===== src/rtl/instr_encoder_if.sv =====
// instr_encoder_if: request fields and response/statistics bundle for instr_encoder.
interface instr_encoder_if #(
  parameter int unsigned INST_SIZE = 32,
  parameter int unsigned DATA_SIZE = 32,
  parameter int unsigned CNT_W     = 16
);
  logic                 i_valid;
  logic                 o_ready;
  logic [6:0]           i_opcode;
  logic [4:0]           i_rd;
  logic [4:0]           i_rs1;
  logic [4:0]           i_rs2;
  logic [2:0]           i_funct3;
  logic [6:0]           i_funct7;
  logic [DATA_SIZE-1:0] i_immediate;
  logic                 o_valid;
  logic                 i_ready;
  logic [INST_SIZE-1:0] o_instr;
  logic [1:0]           o_err;
  logic [CNT_W-1:0]     o_instr_count;
  logic [CNT_W-1:0]     o_err_count;

  modport slave (
    input  i_valid, i_opcode, i_rd, i_rs1, i_rs2, i_funct3, i_funct7, i_immediate, i_ready,
    output o_ready, o_valid, o_instr, o_err, o_instr_count, o_err_count
  );

  modport master (
    output i_valid, i_opcode, i_rd, i_rs1, i_rs2, i_funct3, i_funct7, i_immediate, i_ready,
    input  o_ready, o_valid, o_instr, o_err, o_instr_count, o_err_count
  );
endinterface


===== src/rtl/instr_encoder.sv =====
// instr_encoder: packs RV32I fields and an immediate into an instruction word behind a 2-entry FIFO.
// Define ENC_RANGE_CHECK_EN to enable immediate range (10) and alignment (11) errors.
module instr_encoder #(
  parameter int unsigned INST_SIZE = 32,
  parameter int unsigned DATA_SIZE = 32,
  parameter int unsigned CNT_W     = 16
) (
  input  logic           i_clk,
  input  logic           i_rst,
  instr_encoder_if.slave bus
);

  typedef enum logic [6:0] {
    LOADS    = 7'b0000011,
    ALC_I    = 7'b0010011,
    JALR     = 7'b1100111,
    STORES   = 7'b0100011,
    BRANCHES = 7'b1100011,
    LUI      = 7'b0110111,
    AUIPC    = 7'b0010111,
    JAL      = 7'b1101111,
    ALC_R    = 7'b0110011
  } t_opcode;

  localparam logic [INST_SIZE-1:0] NOP        = INST_SIZE'(32'h0000_0013);
  localparam logic [1:0]           ERR_OK     = 2'b00;
  localparam logic [1:0]           ERR_OPCODE = 2'b01;
`ifdef ENC_RANGE_CHECK_EN
  localparam logic [1:0]           ERR_RANGE  = 2'b10;
  localparam logic [1:0]           ERR_ALIGN  = 2'b11;
`endif

  t_opcode                     op;
  logic signed [DATA_SIZE-1:0] imm_in;
  logic signed [31:0]          imm;
  logic [4:0]                  rd, rs1, rs2;
  logic [2:0]                  f3;
  logic [6:0]                  f7;

  assign op     = t_opcode'(bus.i_opcode);
  assign imm_in = bus.i_immediate;
  assign imm    = 32'(imm_in);
  assign rd     = bus.i_rd;
  assign rs1    = bus.i_rs1;
  assign rs2    = bus.i_rs2;
  assign f3     = bus.i_funct3;
  assign f7     = bus.i_funct7;

  logic [31:0]          word;
  logic                 bad_op;
  logic [1:0]           enc_err;
  logic [INST_SIZE-1:0] enc_instr;
`ifdef ENC_RANGE_CHECK_EN
  logic                 range_bad;
  logic                 misalign;
`endif

  // Field placement per format; checks only exist when range checking is built in
  always_comb begin
    word   = '0;
    bad_op = 1'b0;
`ifdef ENC_RANGE_CHECK_EN
    range_bad = 1'b0;
    misalign  = 1'b0;
`endif
    case (op)
      LOADS, JALR, ALC_I: begin
        if (op == ALC_I && (f3 == 3'b001 || f3 == 3'b101)) begin
          word = {f7, imm[4:0], rs1, f3, rd, bus.i_opcode};
`ifdef ENC_RANGE_CHECK_EN
          range_bad = (imm < 32'sd0) || (imm > 32'sd31);
`endif
        end else begin
          word = {imm[11:0], rs1, f3, rd, bus.i_opcode};
`ifdef ENC_RANGE_CHECK_EN
          range_bad = (imm < -32'sd2048) || (imm > 32'sd2047);
`endif
        end
      end
      STORES: begin
        word = {imm[11:5], rs2, rs1, f3, imm[4:0], bus.i_opcode};
`ifdef ENC_RANGE_CHECK_EN
        range_bad = (imm < -32'sd2048) || (imm > 32'sd2047);
`endif
      end
      BRANCHES: begin
        word = {imm[12], imm[10:5], rs2, rs1, f3, imm[4:1], imm[11], bus.i_opcode};
`ifdef ENC_RANGE_CHECK_EN
        misalign  = imm[0];
        range_bad = (imm < -32'sd4096) || (imm > 32'sd4094);
`endif
      end
      LUI, AUIPC: begin
        word = {imm[31:12], rd, bus.i_opcode};
`ifdef ENC_RANGE_CHECK_EN
        range_bad = (imm[11:0] != 12'h000);
`endif
      end
      JAL: begin
        word = {imm[20], imm[10:1], imm[11], imm[19:12], rd, bus.i_opcode};
`ifdef ENC_RANGE_CHECK_EN
        misalign  = imm[0];
        range_bad = (imm < -32'sd1048576) || (imm > 32'sd1048574);
`endif
      end
      ALC_R:   word = {f7, rs2, rs1, f3, rd, bus.i_opcode};
      default: bad_op = 1'b1;
    endcase

    enc_err = ERR_OK;
    if (bad_op)         enc_err = ERR_OPCODE;
`ifdef ENC_RANGE_CHECK_EN
    else if (misalign)  enc_err = ERR_ALIGN;
    else if (range_bad) enc_err = ERR_RANGE;
`endif
    enc_instr = (enc_err == ERR_OK) ? INST_SIZE'(word) : NOP;
  end

  // Two-entry FIFO kept as head (visible word) plus tail
  logic [1:0]           cnt, cnt_nxt;
  logic                 valid_q, ready_q;
  logic [INST_SIZE-1:0] head_instr, tail_instr;
  logic [1:0]           head_err, tail_err;
  logic [CNT_W-1:0]     icnt, ecnt;
  logic                 push, pop, load_head, load_tail, advance;

  always_comb begin
    push      = bus.i_valid && ready_q;
    pop       = valid_q && bus.i_ready;
    cnt_nxt   = cnt;
    case ({push, pop})
      2'b10:   cnt_nxt = cnt + 2'd1;
      2'b01:   cnt_nxt = cnt - 2'd1;
      default: cnt_nxt = cnt;
    endcase
    load_head = push && ((cnt == 2'd0) || ((cnt == 2'd1) && pop));
    load_tail = push && !load_head;
    advance   = pop && (cnt == 2'd2);
  end

  always_ff @(posedge i_clk or posedge i_rst) begin
    if (i_rst) begin
      cnt        <= 2'd0;
      valid_q    <= 1'b0;
      ready_q    <= 1'b1;
      head_instr <= '0;
      head_err   <= ERR_OK;
      tail_instr <= '0;
      tail_err   <= ERR_OK;
      icnt       <= '0;
      ecnt       <= '0;
    end else begin
      cnt     <= cnt_nxt;
      valid_q <= (cnt_nxt != 2'd0);
      ready_q <= (cnt_nxt != 2'd2);
      if (load_head) begin
        head_instr <= enc_instr;
        head_err   <= enc_err;
      end else if (advance) begin
        head_instr <= tail_instr;
        head_err   <= tail_err;
      end
      if (load_tail) begin
        tail_instr <= enc_instr;
        tail_err   <= enc_err;
      end
      // Statistics follow words leaving, not words entering
      if (pop) begin
        icnt <= icnt + CNT_W'(1);
        if (head_err != ERR_OK && ecnt != '1) ecnt <= ecnt + CNT_W'(1);
      end
    end
  end

  assign bus.o_valid       = valid_q;
  assign bus.o_ready       = ready_q;
  assign bus.o_instr       = head_instr;
  assign bus.o_err         = head_err;
  assign bus.o_instr_count = icnt;
  assign bus.o_err_count   = ecnt;

endmodule


===== src/flat_wrapper.sv =====
// flat-port wrapper written by rule: the top's interface ports become plain ports
module instr_encoder_flat 
#(
  parameter int unsigned INST_SIZE = 32,
  parameter int unsigned DATA_SIZE = 32,
  parameter int unsigned CNT_W     = 16
)
  (i_clk, i_rst, bus_i_valid, bus_i_opcode, bus_i_rd, bus_i_rs1, bus_i_rs2, bus_i_funct3, bus_i_funct7, bus_i_immediate, bus_i_ready, bus_o_ready, bus_o_valid, bus_o_instr, bus_o_err, bus_o_instr_count, bus_o_err_count);
  instr_encoder_if #(.INST_SIZE(INST_SIZE), .DATA_SIZE(DATA_SIZE), .CNT_W(CNT_W)) bus_i ();
  input  logic i_clk;
  input  logic i_rst;
  input wire logic [$bits(bus_i.i_valid)-1:0] bus_i_valid;
  input wire logic [$bits(bus_i.i_opcode)-1:0] bus_i_opcode;
  input wire logic [$bits(bus_i.i_rd)-1:0] bus_i_rd;
  input wire logic [$bits(bus_i.i_rs1)-1:0] bus_i_rs1;
  input wire logic [$bits(bus_i.i_rs2)-1:0] bus_i_rs2;
  input wire logic [$bits(bus_i.i_funct3)-1:0] bus_i_funct3;
  input wire logic [$bits(bus_i.i_funct7)-1:0] bus_i_funct7;
  input wire logic [$bits(bus_i.i_immediate)-1:0] bus_i_immediate;
  input wire logic [$bits(bus_i.i_ready)-1:0] bus_i_ready;
  output wire logic [$bits(bus_i.o_ready)-1:0] bus_o_ready;
  output wire logic [$bits(bus_i.o_valid)-1:0] bus_o_valid;
  output wire logic [$bits(bus_i.o_instr)-1:0] bus_o_instr;
  output wire logic [$bits(bus_i.o_err)-1:0] bus_o_err;
  output wire logic [$bits(bus_i.o_instr_count)-1:0] bus_o_instr_count;
  output wire logic [$bits(bus_i.o_err_count)-1:0] bus_o_err_count;
  assign bus_i.i_valid = bus_i_valid;
  assign bus_i.i_opcode = bus_i_opcode;
  assign bus_i.i_rd = bus_i_rd;
  assign bus_i.i_rs1 = bus_i_rs1;
  assign bus_i.i_rs2 = bus_i_rs2;
  assign bus_i.i_funct3 = bus_i_funct3;
  assign bus_i.i_funct7 = bus_i_funct7;
  assign bus_i.i_immediate = bus_i_immediate;
  assign bus_i.i_ready = bus_i_ready;
  assign bus_o_ready = bus_i.o_ready;
  assign bus_o_valid = bus_i.o_valid;
  assign bus_o_instr = bus_i.o_instr;
  assign bus_o_err = bus_i.o_err;
  assign bus_o_instr_count = bus_i.o_instr_count;
  assign bus_o_err_count = bus_i.o_err_count;
  instr_encoder #(.INST_SIZE(INST_SIZE), .DATA_SIZE(DATA_SIZE), .CNT_W(CNT_W)) u_core (.i_clk(i_clk), .i_rst(i_rst), .bus(bus_i));
endmodule

===== config.mk =====
export PLATFORM = sky130hd
export DESIGN_NAME = instr_encoder_flat
export DESIGN_NICKNAME = d
export VERILOG_FILES = /design/src/rtl/instr_encoder_if.sv /design/src/rtl/instr_encoder.sv /design/src/flat_wrapper.sv
export SDC_FILE = /design/constraint.sdc
export NUM_CORES = 1
export LEC_CHECK = 0
export BUFFER_PORTS_ARGS = -buffer_cell sky130_fd_sc_hd__buf_4
export CAP_MARGIN = 20
export CORE_ASPECT_RATIO = 1.1
export CORE_UTILIZATION = 48
export DETAILED_ROUTE_END_ITERATION = 7
export PLACE_DENSITY = 0.77
export SLEW_MARGIN = 20
export SYNTH_ARGS = -nofsm -noshare
export SYNTH_HDL_FRONTEND = slang
export SYNTH_SLANG_ARGS = --single-unit
export TNS_END_PERCENT = 50

===== constraint.sdc =====
create_clock -name i_clk -period 2.9 [get_ports i_clk]
set_input_delay 0.435 -clock i_clk [delete_from_list [all_inputs] [get_ports i_clk]]
set_output_delay 0.435 -clock i_clk [all_outputs]
set_load 0.05 [all_outputs]

Word level (Yosys, flattened, before mapping)
Index checks and enable logic that the tools add are counted.
{"block": "op_classes", "addsub": 4, "n_eq_ne": 17, "mux": 9, "reduce_logical": 20}
{"operator": "case mux 32 bit (6 select lines)", "n": 1}
{"operator": "two-way mux 32 bit", "n": 4}
{"operator": "adder 16 x 1 -> 16 bit (second input constant)", "n": 2}
{"operator": "== test 7 x 6 -> 1 bit (second input constant)", "n": 3}
{"operator": "== test 7 bit (second input constant)", "n": 3}
{"operator": "inequality test 16 bit (second input constant)", "n": 1}
{"operator": "== test 7 x 5 -> 1 bit (second input constant)", "n": 2}
{"operator": "OR reduction 9 bit", "n": 1}
{"operator": "logical AND 1 bit", "n": 8}
{"operator": "== test 7 x 2 -> 1 bit (second input constant)", "n": 1}
{"operator": "nonzero test 2 bit", "n": 3}
{"operator": "== test 2 x 1 -> 1 bit (second input constant)", "n": 2}
{"operator": "== test 2 bit (second input constant)", "n": 2}
{"operator": "zero test 2 bit", "n": 2}
{"operator": "two-way mux 2 bit", "n": 2}
{"operator": "case mux 2 bit (2 select lines)", "n": 1}
{"operator": "== test 3 x 1 -> 1 bit (second input constant)", "n": 1}
{"operator": "== test 3 bit (second input constant)", "n": 1}
{"operator": "OR reduction 3 bit", "n": 1}
{"operator": "adder 2 x 1 -> 2 bit (second input constant)", "n": 1}
{"operator": "logical OR 1 bit", "n": 2}
{"operator": "inequality test 2 bit (second input constant)", "n": 1}
{"operator": "AND reduction 2 bit", "n": 1}
{"operator": "OR reduction 2 bit", "n": 1}
{"operator": "other kinds (3)", "n": 3}
{"block": "totals", "register_bits": 104, "inputBits": 68, "wordCells": 59}

Longest topological paths before layout
{"block": "depth", "ltp_word": 7, "ltp_mapped": 10, "ltp_nobuf": 8}

Worst setup path after synthesis
No wires, ideal clock.
{"block": "synth_path", "path_kind": "register -> register", "start": "register u_core.valid_q, in the netlist u_core.bus.o_valid", "end": "register u_core.valid_q, in the netlist u_core.bus.o_valid", "setup_ns": 0.127, "t_arrival_ns": 1.976, "t_required_ns": 2.773, "setup_slack_ns": 0.797, "path_stages_with_launch": 11, "n_path_buf": 2, "synth_period_minus_slack_ns": 2.103, "cell_sequence": "dfrtp_1 > nand2_1 > inv_2 > buf_6 > clkbuf_1 > ha_1 > nor2_1 > nor3_1 > a21oi_1 > inv_1 > or2_2"}
{"block": "synth_between", "elab_chain_cells": 4}
{"item": "start, declared", "line_no": "instr_encoder.sv:121", "rtl": "logic valid_q, ready_q;"}
{"item": "start signal, assigned", "line_no": "instr_encoder.sv:154", "rtl": "valid_q <= (cnt_nxt != 2'd0);"}
{"item": "logical AND 1 bit (*)", "line_no": "instr_encoder.sv:129", "rtl": "pop = valid_q && bus.i_ready;"}
{"item": "named net u_core.pop", "line_no": "instr_encoder.sv:125", "rtl": "logic push, pop, load_head, load_tail, advance;"}
{"item": "== test 2 x 1 -> 1 bit or == test 2 bit (tied branches)", "line_no": "instr_encoder.sv:131", "rtl": "case ({push, pop})"}
{"item": "case mux 2 bit (2 select lines) (*)", "line_no": "instr_encoder.sv:131"}
{"item": "named net u_core.cnt_nxt[0]", "line_no": "instr_encoder.sv:120", "rtl": "logic [1:0] cnt, cnt_nxt;"}
{"item": "nonzero test 2 bit (*)", "line_no": "instr_encoder.sv:154"}
The timed path passes the listed nets; every way through them passes the cells marked *.
A chain may end at the register's enable or synchronous reset.

Final worst setup path
{"block": "layout_path", "start": "register u_core.cnt[0]", "end": "register u_core.head_instr[27], in the netlist u_core.bus.o_instr[27]"}
{"block": "layout_between", "elab_chain_cells": 5}
{"item": "start, declared", "line_no": "instr_encoder.sv:120"}
{"item": "start signal, assigned", "line_no": "instr_encoder.sv:153", "rtl": "cnt <= cnt_nxt;"}
{"item": "== test 2 x 1 -> 1 bit", "line_no": "instr_encoder.sv:136", "rtl": "load_head = push && ((cnt == 2'd0) || ((cnt == 2'd1) && pop));"}
{"item": "logical AND 1 bit", "line_no": "instr_encoder.sv:136"}
{"item": "logical OR 1 bit", "line_no": "instr_encoder.sv:136"}
{"item": "logical AND 1 bit", "line_no": "instr_encoder.sv:136"}
{"item": "two-way mux 32 bit or nonzero test 2 bit (tied branches)"}
{"item": "end signal, assigned", "line_no": "instr_encoder.sv:157", "rtl": "head_instr <= enc_instr;"}
{"item": "end signal, assigned", "line_no": "instr_encoder.sv:160", "rtl": "head_instr <= tail_instr;"}
{"item": "end, declared", "line_no": "instr_encoder.sv:122", "rtl": "logic [INST_SIZE-1:0] head_instr, tail_instr;"}
Several ways; a longest one is shown, not always the timed one.

==> results.cfg <==
[cts]
clkSinkCount = 102
clk_pin_slew_ns = 0.10
clockRootBuffer = clkbuf_8
cts_hold_buf = 0
cts.htree.levels = 3
cts_resized = 0
clk_latency_ns = 0.37
cts.path.max_buffers = 2
cts_buffers = 9
cts_setup_buffers = 0
cts_tree = built

[worst_setup_path]
rr_endpoint = u_core.bus.o_instr[27]$_DFFE_PP0P_
crit_path_end = u_core.bus.o_instr[27]$_DFFE_PP0P_
rrSetupSlack_ns = 0.67
arrival_ns = 2.45
worstSetupPathType = flip-flop to flip-flop
slowest_stage = ha_1
endpoint_kind = flip-flop
r2r_start = u_core.cnt[0]$_DFF_PP0_
worstPathMaxFanout = 33
reg2reg_depth = 6
max_stage_delay_ns = 0.77
cp-startpoint = u_core.cnt[0]$_DFF_PP0_
path_cells = inv_1 > ha_1 > nand2_1 > buf_4 > a211oi_1 > a21oi_1
required_ns = 3.12
start_kind = flip-flop

[synthesis]
ys_warn_count = 0
synth_seq_cells = 102
synth_cells = 484
syn-cell-area_mm2 = 0.00501
synth_top_flop_cell = dfrtp_1
seq_area_frac_synth_pct = 51.0
synth.avg_cell_area_um2 = 10.3
async_flop_share_pct = 100
syn-num-nets = 559
synth_edf_count = 0
ys_types = 59

[global_route]
grt_pass1_wl_um = 19900
grt.total_usage_pct = 23.4
grt_max_degree = 46
grt_antenna_before_repair = 0
grt.overflow.total = 0
first_global_vias = 4029

[routing]
wire_per_inst_um = 16.6
wl_met1_um = 5580
dr_wl_met3_um = 676
drtPass1Iterations = 5
dr.first_iter.drc_count = 195
maxUsedRoutingLayer = met4
vias_per_cell = 5.77
drt-total-wl_um = 12200
wl_met2_um = 5780
detail-route-antenna-nets = 0
route.detailed.drc = 0
vias = 4217

[job]
drv_cap = 0

[placed_design]
port_buffers = 134
dp.final_hpwl_um = 8950
finalWeightedCongestion = 0.851
place_inst = 715

[timing]
rsz0062_at_grt = false
fin_tns_setup_ns = 0
worstMarginPinSlew_ns = 0.932
finalCritPeriodShare_pct = 76.8
final.min_clock_period_ns = 2.23
setup_viol = 0
fmax_mhz = 449
relSlewSlack_pct = 37.9
skew_ns = 0.0159
slew_viol_final = 0
timing.final.hold_violations = 0

[min_path]
min_path_type = primary input to async pin

[floorplanning]
die_area_mm2 = 0.0108
core_mm2 = 0.00998
dieHeight_um = 109
rows = 38
die_w_um = 99.4
start_util_pct = 50.1
io_pins = 136

[power_and_ir_drop]
pwr-share-comb_pct = 47.9
irDropWorstVdd_mv = 0.453
pwr-share-seq_pct = 37.4
power.density_mw_per_mm2 = 900
p_leak_nw = 3.01
p_int_w = 0.00299
clockPowerShare_pct = 14.7
p_sw_w = 0.00265
p_sw_share_pct = 47.0

[finish]
area_growth_pct = 25.2
antenna_cells = 0
regArea_mm2 = 0.00255
nets = 681
drive_gt1_share_pct = 29.8
multiInputGateArea_mm2 = 0.00227
finalNonFillerCells = 731
fill_cells = 856

[run_status]
status = complete, no violations
sequential cells by signal (all words and copies together), names as in the netlist, 2 cells and up:
| register | cells |
|---|---|
| u_core.cnt | 2 |
| u_core.tail_instr | 32 |
| u_core.bus.o_instr | 32 |
| u_core.bus.o_err_count | 16 |
| u_core.bus.o_instr_count | 16 |
synthesized netlist by cell type, types with 2 or more instances:
library cell,n,area share (%)
nor3b_1,2,0.30
and3_1,33,4.1
buf_2,7,0.70
nor3_1,6,0.60
a221oi_1,2,0.35
nor2_1,21,1.6
a222oi_1,10,2.0
nand3_1,10,1.0
nand3_2,2,0.40
a21oi_1,33,3.3
xor2_1,13,2.3
o21ai_1,15,1.5
clkbuf_1,16,1.2
ha_1,7,1.7
a21o_1,2,0.30
nand2_1,54,4.0
nand2b_1,3,0.37
dfrtp_1,101,50
o21ai_0,23,2.3
xnor2_1,16,2.8
a32oi_1,5,0.87
a211oi_1,29,4.3
mux2i_1,7,1.4
nor2b_1,4,0.50
inv_1,7,0.52
a22oi_2,7,1.7
buf_6,5,1.1
nand4_1,8,1.0
nor3_4,2,0.65
mux2_2,5,1.1
worst max-delay path: cells and delay by family, from the launching register on:
kind / cells / cell delay, ns
simple gates: 1 / 0.10
flops: 1 / 0.43
compound gates: 2 / 0.37
fa+ha+maj: 1 / 0.77
buf+inv: 2 / 0.41
logic make-up after synthesis:
family                   after synthesis  synth area share [%]
buffers and inverters                 38                  3.87
adder cells (fa/ha/maj)                7                  1.75
flip-flops                           102                  51.0
multiplexers                          12                  2.52
AO/OA/AOI/OAI                        138                  19.1
AND/OR/NAND/NOR                      157                  16.6
XOR/XNOR                              29                  5.07
other                                  1                0.0749
area by class of cell:
| cell class | count | area share (%) |
|---|---|---|
| Inverter | 8 | 0.539 |
| Timing Repair Buffer | 141 | 17.3 |
| Clock buffer | 12 | 2.32 |
| Tap cell | 120 | 2.40 |
| Sequential cell | 102 | 40.8 |
| Clock inverter | 4 | 0.499 |
| Multi-Input combinational cell | 344 | 36.2 |
cells in the final DEF, fill, tap and decap left out, drive strengths merged, types with 5 or more instances in the layout:
master and n:
inv 8, nor3 8, a21oi 34, o21ai 38, nand2 54, clkbuf 12
a22oi 9, a222oi 10, a211oi 29, nand3 12, buf 141, mux2 5
nand4 8, and3 34, ha 7, a32oi 5, xnor2 16, dfrtp 101
xor2 13, nor2 21, mux2i 7
how the worst min path moves through the flow:
stage	to	slack, ns	from	cells past startpoint
final	u_core.bus.o_instr[6]$_DFFE_PP0P_	0.09	i_rst	2
after global routing	u_core.bus.o_instr[4]$_DFFE_PP0P_	0.11	i_rst	2
after floorplan	u_core.tail_instr[0]$_DFFE_PP0P_	0.43	u_core.tail_instr[0]$_DFFE_PP0P_	1
after detailed placement	u_core.tail_instr[0]$_DFFE_PP0P_	0.46	u_core.tail_instr[0]$_DFFE_PP0P_	1
after CTS	u_core.cnt[1]$_DFF_PP0_	0.09	i_rst	2
after global placement	u_core.tail_instr[4]$_DFFE_PP0P_	0.45	u_core.tail_instr[4]$_DFFE_PP0P_	2
metrics by stage:
step	hold WS [ns]	total power [W]	util, %	setup WS (ns)	instance area, um^2
finish	0.0887	0.00564	62.8	0.673	6270
global route	0.110	0.00595	62.8	0.445	6270
CTS	0.0896	0.00568	62.8	0.679	6270
detailed placement	0.460	0.00484	61.0	0.701	6090
global placement	0.454	0.00478	61.0	0.781	6090
floorplan	0.434	0.00397	-	0.797	5010
power by group through the flow:
stage                     registers (W)  logic (W)  clock network (W)
after global placement          0.00213    0.00265                  0
after CTS                       0.00211    0.00272           0.000849
final                           0.00211    0.00270           0.000829
after detailed placement        0.00214    0.00271                  0
after global routing            0.00216    0.00289           0.000897
after floorplan                 0.00304   0.000926                  0
per-layer routing:
layer / GRT usage, % / vias up
met2: 38.6 / 148
met1: 31.4 / 2039
met5: 0 / -
met4: 7.56 / 0
li1: - / 2018
met3: 4.42 / 12
No activity file was read; power rests on OpenSTA's default activity.
